## src/rtl/turn_signal_scheduler.sv

```systemverilog
// rtl/turn_signal_scheduler.sv - fixed-priority indicator lamp sequencer with shared blink phase.
// Optional lane-change tap latch enabled by defining TURN_LANE_CHANGE_EN.
module turn_signal_scheduler #(
  parameter int PERIOD      = 10_000_000,
  parameter int HALF        = 5_000_000,
  parameter int TAP_FLASHES = 3,
  parameter int CNT_W       = 24
) (
  input  logic       clk,
  input  logic       rst_n,
  input  logic       power,
  input  logic       left_req,
  input  logic       right_req,
  input  logic       hazard_btn,
  input  logic       brake,
  output logic [1:0] led,
  output logic [2:0] state,
  output logic       flash_tick
);

  typedef enum logic [2:0] {
    S_OFF    = 3'd0,
    S_IDLE   = 3'd1,
    S_LEFT   = 3'd2,
    S_RIGHT  = 3'd3,
    S_HAZARD = 3'd4
  } st_e;

  localparam logic [CNT_W-1:0] LAST   = CNT_W'(PERIOD - 1);
  localparam logic [CNT_W-1:0] HALF_C = CNT_W'(HALF);
  localparam logic [3:0]       TAP_C  = 4'(TAP_FLASHES);

  st_e              state_q, state_d;
  logic [CNT_W-1:0] cnt_q, cnt_d;
  logic [3:0]       fcnt_q, fcnt_d;
  logic             hazard_q, hazard_d;
  logic             btn_q;
  logic [1:0]       led_q, led_d;
  logic             tick_q, tick_d;
  logic             blink;
  logic             on;

  always_ff @(posedge clk or negedge rst_n) begin
    if (!rst_n) begin
      state_q  <= S_OFF;
      cnt_q    <= '0;
      fcnt_q   <= '0;
      hazard_q <= 1'b0;
      btn_q    <= 1'b0;
      led_q    <= 2'b00;
      tick_q   <= 1'b0;
    end else begin
      state_q  <= state_d;
      cnt_q    <= cnt_d;
      fcnt_q   <= fcnt_d;
      hazard_q <= hazard_d;
      btn_q    <= hazard_btn;
      led_q    <= led_d;
      tick_q   <= tick_d;
    end
  end

  always_comb begin
    hazard_d = hazard_q;
    state_d  = S_IDLE;
    cnt_d    = '0;
    fcnt_d   = '0;
    tick_d   = 1'b0;
    led_d    = 2'b00;

    // The latch toggles on the same edge that samples the button, so state sees it immediately.
    if (!power)
      hazard_d = 1'b0;
    else if (hazard_btn && !btn_q)
      hazard_d = ~hazard_q;

    if (!power)                      state_d = S_OFF;
    else if (hazard_d)               state_d = S_HAZARD;
    else if (left_req && right_req)  state_d = S_IDLE;
    else if (left_req)               state_d = S_LEFT;
    else if (right_req)              state_d = S_RIGHT;
    else                             state_d = S_IDLE;

`ifdef TURN_LANE_CHANGE_EN
    if (power && !hazard_d && !left_req && !right_req &&
        (state_q == S_LEFT || state_q == S_RIGHT) && fcnt_q < TAP_C)
      state_d = state_q;
`endif

    blink = (state_d == S_LEFT) || (state_d == S_RIGHT) || (state_d == S_HAZARD);

    // Any state change restarts the phase so a new pattern opens with a full on-phase.
    if (blink && state_d == state_q) begin
      cnt_d  = (cnt_q == LAST) ? '0 : cnt_q + 1'b1;
      fcnt_d = fcnt_q;
      if (cnt_d == LAST) begin
        tick_d = 1'b1;
        if (fcnt_q != 4'hF)
          fcnt_d = fcnt_q + 4'd1;
      end
    end

    on = blink && (cnt_d < HALF_C);

    case (state_d)
      S_IDLE:   led_d = {brake, brake};
      S_LEFT:   led_d = {on, brake};
      S_RIGHT:  led_d = {brake, on};
      S_HAZARD: led_d = {on, on};
      default:  led_d = 2'b00;
    endcase
  end

  assign led        = led_q;
  assign state      = state_q;
  assign flash_tick = tick_q;

endmodule

```

## config.mk

```make
export PLATFORM = sky130hd
export DESIGN_NAME = turn_signal_scheduler
export DESIGN_NICKNAME = d
export VERILOG_FILES = /design/src/rtl/turn_signal_scheduler.sv
export SDC_FILE = /design/constraint.sdc
export NUM_CORES = 1
export LEC_CHECK = 0
export BUFFER_PORTS_ARGS = -buffer_cell sky130_fd_sc_hd__buf_4
export CAP_MARGIN = 20
export CORE_ASPECT_RATIO = 0.5
export CORE_MARGIN = 2
export CORE_UTILIZATION = 40
export CTS_CLUSTER_DIAMETER = 30
export DETAILED_ROUTE_END_ITERATION = 16
export PLACE_DENSITY = 0.62
export SLEW_MARGIN = 10
export SYNTH_ARGS = -nofsm -noshare
export SYNTH_HDL_FRONTEND = slang
export SYNTH_SLANG_ARGS = --single-unit
```

## constraint.sdc

```tcl
create_clock -name clk -period 3.2 [get_ports clk]
set_clock_uncertainty 0.1 [all_clocks]
set_input_delay 0.16 -clock clk [delete_from_list [all_inputs] [get_ports clk]]
set_output_delay 0.16 -clock clk [all_outputs]
set_load 0.02 [all_outputs]
```

==> summary.txt <==
CTS
  • Number of CTS-inserted buffers: 5
  • Clock Root Buffer: clkbuf_8
  • Clk_lat worst skew: 0.29 ns
  • Postcts setup bufs: 0
  • CTS resizes: 0
  • H-tree levels: 2
  • Clk sinks: 31
  • CTS tree: built
  • Max clock buf depth: 2
  • Reg clk slew, reported paths: 0.07 ns
  • CTS Hold Bufs: 2

Placed design
  • I/O Buffers: 12
  • Hpwl dp: 3220 um
  • Routability cong.: 0.891
  • Placement Setup Slack: 0.435 ns

Die
  • Die Area: 5450 um2
  • Core area: 4530 um2
  • Die width: 102 um
  • Die H: 53.2 um
  • Initial Util: 42.7%
  • # rows: 17
  • I/O pin total: 13

Detailed routing
  • DRT Pass-1 Iters: 4
  • Via count: 1593
  • DRT iter0 DRCs: 63
  • DRC Markers: 0
  • Antenna Nets Post-Route: 0
  • Drt wl/cell: 15.5 um
  • Via density per instance: 5.55
  • Wirelength, routed: 4440 um

Timing
  • Setup TNS: 0 ns
  • Final Slew Violations: 0
  • Setup WS post-layout: 0.411 ns
  • Min Clock Period, post-route: 2.79 ns
  • Final count of negative-setup-slack endpoints: 0
  • Fin Hold WS: 0.0528 ns
  • Final critical-path share of the clock period: 87.2%
  • Max Freq: 359 MHz
  • Max transition margin: 54.6%
  • Final Hold Vio Count: 0
  • Tightest Pin Transition: 0.678 ns
  • Unrepaired setup endpoints after global routing: false

Critical path
  • Buf/Inv on CP: 0
  • CP max-delay cell: nor4_2
  • Reg-to-Reg Start: cnt_q[0]
  • Critical path destination: led[1]
  • Worst path max stage delay: 0.52 ns
  • Critical path startpoint category: flip-flop
  • Crit path from: cnt_q[0]
  • Top cell family by delay on the critical path: compound AO/OA/AOI/OAI gates
  • Critical Path Stages: 9
  • Kind of critical path: reg -> reg
  • Crit-path cells: ha_1 -> nand4_2 -> nor4_2 -> o32ai_1 -> a41o_1 -> a2111oi_0 -> o2bb2ai_1 -> nand2_1 -> o22ai_1
  • Worst r2r dst: led[1]
  • Crit. End Element: flip-flop
  • Critical path peak fanout: 8
  • Worst Reg-to-Reg Cells: 9
  • Worst EP required: 3.27 ns
  • Crit path arrival time: 2.86 ns
  • Worst R2R Setup Slack: 0.41 ns

Power and ir drop
  • Switching share of power: 22.4%
  • P per Cell Area: 400 nW/um2
  • Comb power frac: 8.4%
  • Leakage power: 0.851 nW
  • Cell Int Power: 0.684 mW
  • Clock power share: 45.6%
  • Net switching power: 0.197 mW
  • Seq pwr share: 46.0%
  • Peak supply drop: 0.000228 V

Cells and area
  • Share of post-route cells with drive strength above 1: 14.9%
  • Final net count: 229
  • Diodes inserted: 0
  • Area delta synth->final: 13.6%
  • FILL cells: 424

Run
  • Maxcap violations: 0

Synthesis
  • Syn Nets: 217
  • Top_reg_cell synth: dfrtp_1
  • Yosys top cell by area: dfrtp_1
  • Register area share after synthesis: 40.1%
  • Cell count after synthesis: 208
  • Syn Area/Cell: 9.31 um2
  • Yosys warning count: 0
  • FF+latch count, synth: 31
  • Top cells by area, synth: dfrtp_1 40%, xnor2_1 5.9%, nor2_1 5.8%, xor2_1 4.1%, nand3_1 2.6%
  • Top-area cell type share of the netlist area: 40.1%
  • Post-synth ARST share: 100%
  • Mapped cell area: 1940 um2
  • EDFF count, synth: 0
  • Yosys cell types: 57

Hold path
  • Hold WC Path Type: in -> reg
  • Hold Path Depth: 3

Outcome
  • Run status: finished clean

Global route
  • Vias in the first global route: 1562
  • First-pass GRT wire length: 7510 um
  • Overflow left after global routing: 0
  • Pin count of the biggest net entering global routing: 32
  • Total global-route track usage: 18.9%
  • Initial antenna violation count: 0
cell families (layout without fill, tap and decap cells):
kind of cell / Yosys count / count (layout) / synth area share [%]
simple gates: 107 / 107 / 33.3
compound gates: 27 / 27 / 10.5
xor+xnor: 22 / 22 / 9.96
fa+ha+maj: 2 / 2 / 1.29
flops: 31 / 31 / 40.1
buf+inv: 19 / 32 / 4.91
through the flow:
step | cells | power, mW | util [%] | area, um2
floorplan | 208 | 0.453 | - | 1940
CTS | 287 | 0.891 | 48.6 | 2200
detailed placement | 277 | 0.486 | 45.5 | 2060
global placement | 277 | 0.484 | 45.5 | 2060
global route | 287 | 0.914 | 48.6 | 2200
finish | 287 | 0.881 | 48.6 | 2200
worst min-delay path by stage:
stage | startpoint | slack, ns | endpoint
final | power | 0.05 | state[1]
after global placement | rst_n | 0.01 | hazard_q
after floorplan | rst_n | -0.24 | btn_q
after CTS | power | 0.05 | state[1]
after global routing | power | 0.06 | hazard_q
after detailed placement | rst_n | 0.02 | hazard_q
metal layers:
layer / up-vias / track usage (%) / share of wire, %
met1: 776 / 25.0 / 49
met2: 40 / 29.3 / 45
li1: 768 / - / -
met5: - / 0 / 0
met3: 9 / 4.36 / 4.5
met4: 0 / 9.56 / 1.8
synthesized netlist by cell type, types with 2 or more instances:
cell      number
or4_1          3
o21ai_0        4
nand2_1       11
dfrtp_1       31
nand4_1        8
inv_1          7
nand3_1       10
o32ai_1        2
nand4b_1       3
nor3b_1        3
a41o_1         2
xor2_1         9
nor3_1         5
a211oi_1       3
a21oi_1        2
buf_2          6
nor2b_1        2
a21boi_0       2
or3_1          3
xnor2_1       13
a31oi_1        2
ha_1           2
and4_1         3
or2_1          3
and3_1         5
buf_4          4
nor2_1        30
sequential cells by signal (all words and copies together) (netlist names):
register	flops
btn_q	1
cnt_q	24
flash_tick	1
hazard_q	1
led	2
state	2
power groups by stage:
stage | Combinational, mW | Clock, mW | Sequential, mW
2_1_floorplan | 0.0327 | 0 | 0.420
4_1_cts | 0.0756 | 0.411 | 0.405
3_3_place_gp | 0.0713 | 0 | 0.413
3_5_place_dp | 0.0737 | 0 | 0.412
5_1_grt | 0.0829 | 0.425 | 0.407
6_report | 0.0738 | 0.402 | 0.405
cells in the final DEF (no fill, tap or decap), types with 3 or more instances in the layout:
cell type,count
a211oi_1,3
and3_1,5
and4_1,3
buf_4,15
clkbuf_8,6
dfrtp_1,31
inv_1,7
nand2_1,11
nand3_1,10
nand4_1,8
nand4b_1,3
nor2_1,30
nor3_1,5
nor3b_1,3
o21ai_0,4
or2_1,3
or3_1,3
or4_1,3
xnor2_1,13
xor2_1,9
final cells by class:
cell class,instances,area (um2),share of cell area [%]
well taps,66,82.6,3.75
inverters,7,26.3,1.19
repair buffers,17,133,6.03
clock buffers,6,82.6,3.75
flip-flops and latches,31,776,35.3
clock inverters,2,35.0,1.59
multi-input cells,158,1060,48.4
tightest hold or removal path, cell delays in order:
cell and delay (ns):
buf_4 0.14, nand2_1 0.07, nor2_1 0.04
Note: power is estimated with default switching activity, not from simulation.
